[src/rtl/bcd_pkg.sv]
// Shared types and constants for the sequential double-dabble BCD converter.
package bcd_pkg;

   typedef enum logic [1:0] {
      IDLE,
      OP_SHIFT,
      DONE
   } state_bcd_d;

   localparam int         BCD_DIGIT_W    = 4;
   localparam logic [3:0] BCD_ADJ_THRESH = 4'd5;
   localparam logic [3:0] BCD_ADJ_ADD    = 4'd3;

endpackage

[src/rtl/bcd_add3.sv]
// Per-digit double-dabble adjust: a digit of 5 or more gets +3 so the following
// left shift carries correctly into the next decimal digit.
module bcd_add3
   import bcd_pkg::*;
(
   input  logic [BCD_DIGIT_W-1:0] i_digit,
   output logic [BCD_DIGIT_W-1:0] o_digit
);

   assign o_digit = (i_digit >= BCD_ADJ_THRESH) ? (i_digit + BCD_ADJ_ADD) : i_digit;

endmodule

[src/rtl/bin_to_bcd_seq.sv]
// Sequential binary-to-BCD converter, one shift/adjust cycle per input bit.
// Define BIN_TO_BCD_SATURATE_EN to clamp overflowing results to all nines.
module bin_to_bcd_seq
   import bcd_pkg::*;
#(
   parameter int BIN_W  = 14,
   parameter int DIGITS = 4
)
(
   input  logic                        clk_i,
   input  logic                        reset_ni,
   input  logic                        start_i,
   input  logic [BIN_W-1:0]            bin_i,
   output logic                        ready_o,
   output logic                        done_tick_o,
   output logic [BCD_DIGIT_W*DIGITS-1:0] bcd_o,
   output logic                        overflow_o
);

   localparam int ACC_W = BCD_DIGIT_W * DIGITS;
   localparam int CNT_W = (BIN_W > 1) ? $clog2(BIN_W) : 1;

   state_bcd_d       r_state;
   logic [BIN_W-1:0] r_shift;
   logic [ACC_W-1:0] r_acc;
   logic [ACC_W-1:0] r_bcd;
   logic [CNT_W-1:0] r_cnt;
   logic             r_ovf;
   logic             r_ovf_out;

   logic [ACC_W-1:0] w_adj;
   logic [ACC_W-1:0] w_acc_nxt;
   logic             w_ovf_nxt;

   function automatic logic [ACC_W-1:0] sat_nines();
      logic [ACC_W-1:0] v;
      for (int d = 0; d < DIGITS; d++) v[d*BCD_DIGIT_W +: BCD_DIGIT_W] = 4'd9;
      return v;
   endfunction

   for (genvar g = 0; g < DIGITS; g++) begin : g_digit
      bcd_add3 u_add3 (
         .i_digit (r_acc[g*BCD_DIGIT_W +: BCD_DIGIT_W]),
         .o_digit (w_adj[g*BCD_DIGIT_W +: BCD_DIGIT_W])
      );
   end

   // A set MSB in the adjusted top digit is lost by the shift: value >= 10^DIGITS.
   assign w_acc_nxt = {w_adj[ACC_W-2:0], r_shift[BIN_W-1]};
   assign w_ovf_nxt = r_ovf | w_adj[ACC_W-1];

   always_ff @(posedge clk_i) begin
      if (!reset_ni) begin
         r_state   <= IDLE;
         r_bcd     <= '0;
         r_ovf_out <= 1'b0;
         r_ovf     <= 1'b0;
         r_cnt     <= '0;
      end else begin
         case (r_state)
            IDLE: begin
               if (start_i) begin
                  r_shift <= bin_i;
                  r_acc   <= '0;
                  r_ovf   <= 1'b0;
                  r_cnt   <= CNT_W'(BIN_W - 1);
                  r_state <= OP_SHIFT;
               end
            end
            OP_SHIFT: begin
               r_acc   <= w_acc_nxt;
               r_shift <= r_shift << 1;
               r_ovf   <= w_ovf_nxt;
               r_cnt   <= r_cnt - 1'b1;
               if (r_cnt == '0) begin
                  r_state   <= DONE;
                  r_ovf_out <= w_ovf_nxt;
`ifdef BIN_TO_BCD_SATURATE_EN
                  r_bcd     <= w_ovf_nxt ? sat_nines() : w_acc_nxt;
`else
                  r_bcd     <= w_acc_nxt;
`endif
               end
            end
            DONE:    r_state <= IDLE;
            default: r_state <= IDLE;
         endcase
      end
   end

   assign ready_o     = (r_state == IDLE);
   assign done_tick_o = (r_state == DONE);
   assign bcd_o       = r_bcd;
   assign overflow_o  = r_ovf_out;

endmodule
[config.mk]
export PLATFORM = sky130hd
export DESIGN_NAME = bin_to_bcd_seq
export DESIGN_NICKNAME = d
export VERILOG_FILES = /design/src/rtl/bcd_pkg.sv /design/src/rtl/bcd_add3.sv /design/src/rtl/bin_to_bcd_seq.sv
export SDC_FILE = /design/constraint.sdc
export NUM_CORES = 1
export LEC_CHECK = 0
export BUFFER_PORTS_ARGS = -buffer_cell sky130_fd_sc_hd__buf_4
export CELL_PAD_IN_SITES_DETAIL_PLACEMENT = 0
export CELL_PAD_IN_SITES_GLOBAL_PLACEMENT = 2
export CORE_AREA = 4 4 103 75
export CTS_BUF_LIST = sky130_fd_sc_hd__clkbuf_8
export CTS_CLUSTER_DIAMETER = 60
export DETAILED_ROUTE_END_ITERATION = 8
export DIE_AREA = 0 0 107 79
export PLACE_DENSITY_LB_ADDON = 0.1
export SETUP_SLACK_MARGIN = 0.05
export SYNTH_ARGS = -nofsm -noshare
export SYNTH_HDL_FRONTEND = slang
export SYNTH_SLANG_ARGS = --single-unit
[constraint.sdc]
create_clock -name clk_i -period 2.68 [get_ports clk_i]
set_clock_uncertainty 0.1 [all_clocks]
set_input_delay 0.402 -clock clk_i [delete_from_list [all_inputs] [get_ports clk_i]]
set_output_delay 0.402 -clock clk_i [all_outputs]
set_load 0.03 [all_outputs]
==> summary.txt, run 1 <==
Design area: 0.00283 sq mm
DIE HEIGHT: 79 um
Die Area: 0.00845 sq mm
Worst hold path depth: 3
CTS Root Cell: clkbuf_8
Wire per inst: 13.4 um
CTS buffer count: 5
Number of global-route vias before repair: 1553
CTS Buffer Depth: 2
Place WS: 0.739 ns
Syn_area_per_cell: 10.1 sq um
Met1 GRT Util: 18.2%
Final ANT Viol Nets: 0
Hold crit path type: in -> reg
Hold Violations, Final: 0
Initial antenna violation count: 0
CP Class: reg -> reg
Vias: 1684
Startpoint types: register
Ant diodes: 0
Dpl cell area: 0.00276 sq mm
DR pass1 iterations: 4
Crit end category: register
Clock Pin Slew Worst Setup and Hold Paths: 0.10 ns
Status: complete, no violations
GR Util met2: 15.8%
Gr usage total: 11.8%
Largest net degree at the start of global routing: 31
GR Util met3: 3.09%
Detailed Route WL: 4920 um
Placement Rows: 25
Hold WS: 0.259 ns
Starting Density: 36.5%
Leak: 1.22 nW
# setup viols final: 0
P per Cell Area: 621 mW/mm^2
Sink Count: 54
1st-iter DRT viols: 138
Share of cells above drive strength 1: 17.9%
YS warnings: 0
Area grow syn2layout: 16.0%
First-pass GRT wire length: 7760 um
Max transition margin: 73.0%
Clk_lat worst skew: 0.30 ns
Top cells by area, synth: edfxtp_1 (37%), dfxtp_1 (20%), nand2_1 (8.3%)
Fmax: 506 MHz
Post-Syn Instances: 242
Yosys cell types: 27
Crit path DAT: 2.10 ns
Yosys reg bits: 54
GR peak layer: met1
Post-synth top area share: 36.9%
RSZ-0062 raised after global routing: no
Fill cells: 717
Setup repair bufs after CTS: 0
MaxCap Viol Count: 0
Pins Over Slew Limit: 0
# nets final: 300
R2R depth: 4
Worst Path Max Fanout: 26
Post-Syn Area: 0.00244 sq mm
GR Overflow Total: 0
PnR Total Power: 1.76 mW
Worst vdd ir: 0.000234 V
WP data required: 2.81 ns
Area leader, netlist: edfxtp_1
Final setup TNS: 0 ns
Die W: 107 um
Core area: 0.00669 sq mm
Final Critical Period: 1.98 ns
Cts repair resizes: 0
DR vias/cell: 4.58
WHS Endpoint: r_shift[2]
Post-cts hold buffer count: 0
H-tree Lvls: 2
Number of buffers added on ports: 35
Ports: 36
Reg2reg setup slack: 0.70 ns
Sequential area share after synthesis: 56.6%
FF-to-FF End: bcd_o[10]
Worst r2r src: r_state[0]
Final period util: 73.7%
TritonCTS clock tree: done
Syn_nets: 268
Min-delay src: bin_i[2]
GPL Wtd Cong: 0.684
Transition time of the tightest slew-check pin: 0.405 ns
Setup slack after layout: 0.704 ns
DRC violations left: 0
Post-DP HPWL: 3350 um
[cell usage in the layout (no fill, tap or decap), drive strengths merged, types with 8 or more instances in the layout]
cell    instances
a21oi          17
o22ai           9
inv            16
nor3b           8
buf            37
o21ai          13
nor2           19
dfxtp          24
nand2          55
edfxtp         30
ha              9
[worst max-delay path by stage]
| stage | start | end | slack, ns | cells after the start |
|---|---|---|---|---|
| 2_1_floorplan | reset_ni | r_acc[0] | 0.69 | 4 |
| 3_3_place_gp | r_state[0] | bcd_o[14] | 0.79 | 4 |
| 3_5_place_dp | r_state[0] | bcd_o[10] | 0.74 | 4 |
| 4_1_cts | r_state[0] | bcd_o[10] | 0.71 | 4 |
| 5_1_grt | r_state[0] | bcd_o[13] | 0.54 | 4 |
| 6_report | r_state[0] | bcd_o[10] | 0.70 | 4 |
[area by class of cell]
cell class                 instances  area [sq um]  area share [%]
sequential                        54          1380            48.7
multi-input combinational        162           928            32.8
clock inverter                     2          7.51           0.265
clock buffer                       5          68.8            2.43
timing repair buffer              37           278            9.80
tap                               94           118            4.15
inverter                          14          52.6            1.85
[where the power goes]
| group | switching (mW) | total, mW | internal (mW) | leakage, nW |
|---|---|---|---|---|
| sequential | 0.0436 | 1.00 | 0.958 | 0.487 |
| combinational | 0.203 | 0.334 | 0.132 | 0.683 |
| clock | 0.251 | 0.424 | 0.173 | 0.0466 |
[metrics by stage]
step                      cells  util [%]
after global routing        368      42.3
after detailed placement    361      41.2
after floorplan             242         -
final                       368      42.3
after CTS                   368      42.3
after global placement      361      41.2
[kinds of logic (layout without fill, tap and decap cells)]
group | after synthesis | count (layout) | share of synthesized area [%]
AOI/OAI and AO/OA | 47 | 47 | 11.4
xor gates and xnor gates | 4 | 4 | 1.43
adders and majority gates | 9 | 9 | 4.61
DFF | 54 | 54 | 56.6
buffers and inverters | 26 | 58 | 5.43
and+or+nand+nor | 97 | 97 | 18.3
muxes | 5 | 5 | 2.25
[synth_stat cells]
master	number
nand2_2	1
o21ai_0	13
nor3b_1	8
a31oi_1	2
xnor2_1	4
nand2b_1	5
mux2i_1	1
nor2b_4	1
nor3_1	1
o211a_1	5
ha_1	9
clkbuf_1	4
edfxtp_1	30
inv_1	14
a21oi_1	17
buf_6	4
mux2_2	4
nor2b_1	2
dfxtp_1	24
nor2_1	19
o22ai_1	9
buf_2	4
and3_4	1
nand2_1	54
nand3b_1	2
and2_1	3
o311ai_0	1
[routing by layer]
metal | routed length [um] | up-vias
li1 | - | 888
met1 | 2780 | 759
met2 | 1900 | 29
met3 | 175 | 8
met4 | 64 | 0
met5 | 0 | -
[critical path: stages (launching register included)]
cell and delay, ns:
dfxtp_1 0.51, nor2b_4 0.44, and3_4 0.45, nand2_2 0.19, o22ai_1 0.20
[sequential cells by signal (all words and copies together) (netlist names)]
| signal | cells |
|---|---|
| r_ovf | 1 |
| r_state | 2 |
| r_acc | 16 |
| r_cnt | 4 |
| r_shift | 14 |
| overflow_o | 1 |
| bcd_o | 16 |
No activity file was read; power rests on OpenSTA's default activity.
==> inputs of run 2 (changes only) <==
Settings changed: ABC_AREA set to 1, CORE_AREA 4 4 103 75 to 4 4 107 79, DIE_AREA 0 0 107 79 to 0 0 111 83.
Clock period 2.68 ns to 2.03 ns, I/O delays scaled along.
==> summary.txt, run 2 <==
Post-Syn Area: 0.00255 sq mm
Initial antenna violation count: 0
CTS Root Cell: clkbuf_8
Worst-path cell chain: inv_1, ha_1, inv_1, nor2_2, nand2_2, nor2_8, nand2_1, nand2_1, nand2_1, inv_1
Commonest cells in the netlist: nand2_1 (100), inv_1 (40), edfxtp_1 (30)
Crit path launch: r_cnt[0]
Ant diodes: 0
Vias: 1998
Startpoint types: register
Starting Density: 33.8%
R2R depth: 10
Clock Pin Slew Worst Setup and Hold Paths: 0.10 ns
Number of global-route vias before repair: 1950
Final period util: 84.3%
Number of buffers added on ports: 35
Most frequent cells in the layout: nand2_1 (100), buf_4 (42), inv_1 (41), edfxtp_1 (30)
RSZ-0062 raised after global routing: no
DR pass1 iterations: 4
1st-iter DRT viols: 63
Cts repair resizes: 0
Reg2reg setup slack: 0.32 ns
Yosys cell types: 23
Worst r2r src: r_cnt[0]
Largest net degree at the start of global routing: 20
Most common cell in the synthesized netlist: nand2_1
Area leader, netlist: edfxtp_1
Sequential area share after synthesis: 54.3%
Post-synth top area share: 35.4%
P per Cell Area: 860 mW/mm^2
Worst Path Max Fanout: 17
Status: complete, no violations
Yosys reg bits: 54
Die Area: 0.00921 sq mm
Post-Syn Instances: 305
Final setup TNS: 0 ns
# nets final: 372
WP data required: 2.18 ns
Syn_area_per_cell: 8.35 sq um
Area grow syn2layout: 18.7%
Detailed Route WL: 5430 um
Final ANT Viol Nets: 0
Setup repair bufs after CTS: 0
Core area: 0.00753 sq mm
Pins Over Slew Limit: 0
Die W: 111 um
GPL Wtd Cong: 0.834
Worst vdd ir: 0.000276 V
EDFF count, synth: 30
Final Critical Period: 1.71 ns
Most common cell after layout, fill and taps aside: nand2_1
Transition time of the tightest slew-check pin: 0.470 ns
YS warnings: 0
Top cells by area, synth: edfxtp_1 (35%), dfxtp_1 (19%), nand2_1 (15%)
Fmax: 584 MHz
Worst stage delay on the critical path: 0.31 ns
Wire per inst: 12.1 um
Sink Count: 54
Hold crit path type: in -> reg
Leak: 1.45 nW
# setup viols final: 0
Worst hold path depth: 3
GR Overflow Total: 0
DR vias/cell: 4.46
FF-to-FF End: bcd_o[10]
H-tree Lvls: 2
CTS buffer count: 5
Syn_nets: 331
Post-DP HPWL: 3960 um
Hold WS: 0.161 ns
Ports: 36
CTS Buffer Depth: 2
DIE HEIGHT: 83 um
Post-cts hold buffer count: 0
DRC violations left: 0
Top_reg_cell synth: edfxtp_1
WHS Endpoint: r_shift[8]
TritonCTS clock tree: done
CP Class: reg -> reg
Placement Rows: 27
Hold Violations, Final: 0
Async SR Flop Fraction: 0%
Clk_lat worst skew: 0.31 ns
Crit end category: register
Crit path DAT: 1.87 ns
Share of cells above drive strength 1: 15.9%
First-pass GRT wire length: 9230 um
Min-delay src: bin_i[8]
Max transition margin: 68.6%
Fill cells: 808
Gr usage total: 12.3%
MaxCap Viol Count: 0
CP max stage cell: dfxtp_1
-- run 2: cell count changes after synthesis, sizes merged, moves of 4 or more --
| cell | previous run | this run |
|---|---|---|
| nand2 | 55 | 102 |
| inv | 14 | 41 |
| nand3 | 0 | 18 |
| o21ai | 13 | 22 |
| o22ai | 9 | 0 |
| nor2 | 19 | 27 |
| nor3b | 8 | 0 |
| nand2b | 5 | 0 |
| nand4 | 0 | 5 |
| o211a | 5 | 0 |
| mux2 | 4 | 0 |
| xnor2 | 4 | 0 |
-- run 2: metrics by stage --
| stage | area, sq um | worst slack [ns] | instances | power (mW) | util (%) |
|---|---|---|---|---|---|
| 2_1_floorplan | 2550 | 0.0553 | 305 | 1.84 | - |
| 3_3_place_gp | 2940 | 0.298 | 440 | 2.05 | 39.0 |
| 3_5_place_dp | 2940 | 0.291 | 440 | 2.05 | 39.0 |
| 4_1_cts | 3020 | 0.265 | 448 | 2.64 | 40.1 |
| 5_1_grt | 3020 | 0.105 | 448 | 2.78 | 40.1 |
| 6_report | 3020 | 0.318 | 448 | 2.60 | 40.1 |
-- run 2: area by class of cell --
cell class | count | area, sq um | area share (%)
clock buffers | 5 | 68.8 | 2.28
clock inverters | 3 | 12.5 | 0.414
inverters | 41 | 154 | 5.09
multi-input cells | 202 | 965 | 31.9
flip-flops and latches | 54 | 1380 | 45.7
well taps | 101 | 126 | 4.18
repair buffers | 42 | 315 | 10.4
-- run 2: how the worst max path moves through the flow --
stage                       endpoint  cells after the start
final                      bcd_o[10]                     10
after detailed placement  overflow_o                     10
after CTS                   bcd_o[8]                     10
after global placement    overflow_o                     10
after global routing      overflow_o                     10
after floorplan             r_acc[0]                      4
-- run 2: report_power, final --
part | internal (mW) | switching (mW) | total (mW)
combinational | 0.221 | 0.425 | 0.645
sequential | 1.30 | 0.0642 | 1.37
clock | 0.234 | 0.355 | 0.588
total | 1.76 | 0.843 | 2.60
-- run 2: logic make-up (layout without fill, tap and decap cells) --
family	count (synthesis)	after routing	synth area share [%]
DFF	54	54	54.3
AOI/OAI and AO/OA	38	38	7.72
adders and majority gates	9	9	4.42
and+or+nand+nor	155	155	25.7
buffers and inverters	49	91	7.96
-- run 2: per-layer routing --
layer	wire length, um	vias up	share of wire (%)	GRT usage, %
met5	0	-	0	0
met4	45	0	0.83	3.02
li1	-	1059	-	-
met1	2780	902	51	16.8
met3	202	5	3.7	2.91
met2	2400	32	44	19.6
-- run 2: worst max-delay path, delay by kind of cell, from the launching register on --
kind / cells / cell delay, ns
simple gates: 6 / 0.87
flops: 1 / 0.31
buf+inv: 3 / 0.21
fa+ha+maj: 1 / 0.16
==> inputs of run 3 (changes only) <==
Settings changed: CORE_AREA 4 4 107 79 to 4 4 112 82, DIE_AREA 0 0 111 83 to 0 0 116 86.
Clock period 2.03 ns to 1.47 ns, I/O delays scaled along.
==> summary.txt, run 3 (synthesis results as in run 2) <==
Pins Over Slew Limit: 0
Starting Density: 31.1%
Hold WS: 0.0790 ns
Sink Count: 54
DR pass1 iterations: 4
Largest net degree at the start of global routing: 22
Transition time of the tightest slew-check pin: 0.240 ns
Final std cells w/o fill: 478
Gr usage total: 12.8%
CTS buffer count: 5
Startpoint types: register
Sw Pwr: 1.37 mW
CTS Buffer Depth: 2
Detailed Route WL: 6130 um
Worst vdd ir: 0.000433 V
CTS Root Cell: clkbuf_8
Post-DP HPWL: 4270 um
First-pass GRT wire length: 10000 um
Switch share: 33.8%
Leak: 1.66 nW
Clock share of power: 20.5%
Share of cells above drive strength 1: 41.8%
Ant diodes: 0
Combinational group share of total power: 32.2%
Dpl cells: 459
DIE HEIGHT: 86 um
Final Critical Period: 1.50 ns
Hold Violations, Final: 0
GPL Wtd Cong: 0.719
Most common cell after layout, fill and taps aside: nand2_1
Placement Rows: 28
Worst Path Max Fanout: 4
CP Class: reg -> reg
Internal power: 2.68 mW
Area grow syn2layout: 42.2%
Initial antenna violation count: 0
Clk_lat worst skew: 0.30 ns
Crit path DAT: 1.47 ns
Max transition margin: 84.0%
Core area: 0.00820 sq mm
Die Area: 0.00998 sq mm
DR vias/cell: 4.51
Vias: 2154
MaxCap Viol Count: 0
Final period util: 102%
Die W: 116 um
TritonCTS clock tree: done
P per Cell Area: 1120 mW/mm^2
Setup slack after layout: -0.0325 ns
Number of buffers added on ports: 35
Clock Pin Slew Worst Setup and Hold Paths: 0.10 ns
# setup viols final: 7
Number of global-route vias before repair: 2061
Hold crit path type: in -> reg
RSZ-0062 raised after global routing: yes
1st-iter DRT viols: 97
R2R depth: 7
# nets final: 398
Worst hold path depth: 3
GR Overflow Total: 0
Sequential power share: 47.4%
WP data required: 1.44 ns
Most frequent cells in the layout: nand2_1 (77), buf_4 (59), edfxtp_1 (30), nor2_1 (23), inv_1 (23)
Final ANT Viol Nets: 0
H-tree Lvls: 2
Fmax: 666 MHz
Post-cts hold buffer count: 0
Wire per inst: 12.8 um
Ports: 36
Violated checks: negative setup slack
Crit end category: register
DRC violations left: 0
Status: complete, but fails checks
-- run 3: changes by cell type in the layout (fill, tap and decap cells not counted), sizes merged --
cell  before  now
buf       42   68
-- run 3: routing by layer --
layer  share of wire, %  global-route usage (%)
met2                 46                    19.8
met5                  0                       0
met3                3.3                    2.96
met1                 50                    18.1
met4               0.91                    3.06
-- run 3: what timing repair did --
action	in CTS	in global routing
resized for setup	44	61
setup buffers	9	5
pin swaps	19	25
setup endpoints to repair	34	63
endpoints found under the hold margin	0	0
-- run 3: power by group through the flow --
stage                     Sequential, mW  Combinational, mW  Clock (mW)
after detailed placement            1.93               1.02           0
after CTS                           1.90               1.15       0.868
after floorplan                     1.99              0.578           0
final                               1.92               1.30       0.828
after global routing                1.94               1.45       0.936
after global placement              1.93               1.03           0
-- run 3: final cells by class --
type                    instances  area (sq um)
clock buffers                   5          68.8
clock inverters                 3          17.5
fillers                       867          4580
inverters                      41           166
multi-input cells             202          1290
flip-flops and latches         54          1390
well taps                     105           131
repair buffers                 68           557
-- run 3: critical path: stages (launching register included) --
cell	delay, ns
edfxtp_1	0.45
inv_2	0.13
ha_2	0.19
nand2_2	0.07
nand3_4	0.13
nand2_2	0.07
o21ai_4	0.06
nor2_1	0.06
-- run 3: per-stage QoR --
stage               utilization, %  setup TNS, ns  setup WS [ns]  power (mW)  cell area [sq um]
global route                  44.2          -1.50         -0.106        4.32               3620
finish                        44.2         -0.123        -0.0325        4.05               3620
global placement              38.0         -0.391         -0.121        2.96               3110
detailed placement            38.0         -0.352         -0.106        2.95               3110
floorplan                        -          -3.51         -0.115        2.57               2590
CTS                           41.5              0        0.00802        3.92               3400
-- run 3: final timing paths --
| kind | endpoint | start | slack [ns] |
|---|---|---|---|
| max | r_acc[10] | r_acc[9] | -0.03 |
| min | r_shift[9] | bin_i[9] | 0.08 |
| max reg2reg | r_acc[10] | r_acc[9] | -0.03 |
| min reg2reg | bcd_o[3] | bcd_o[3] | 0.38 |
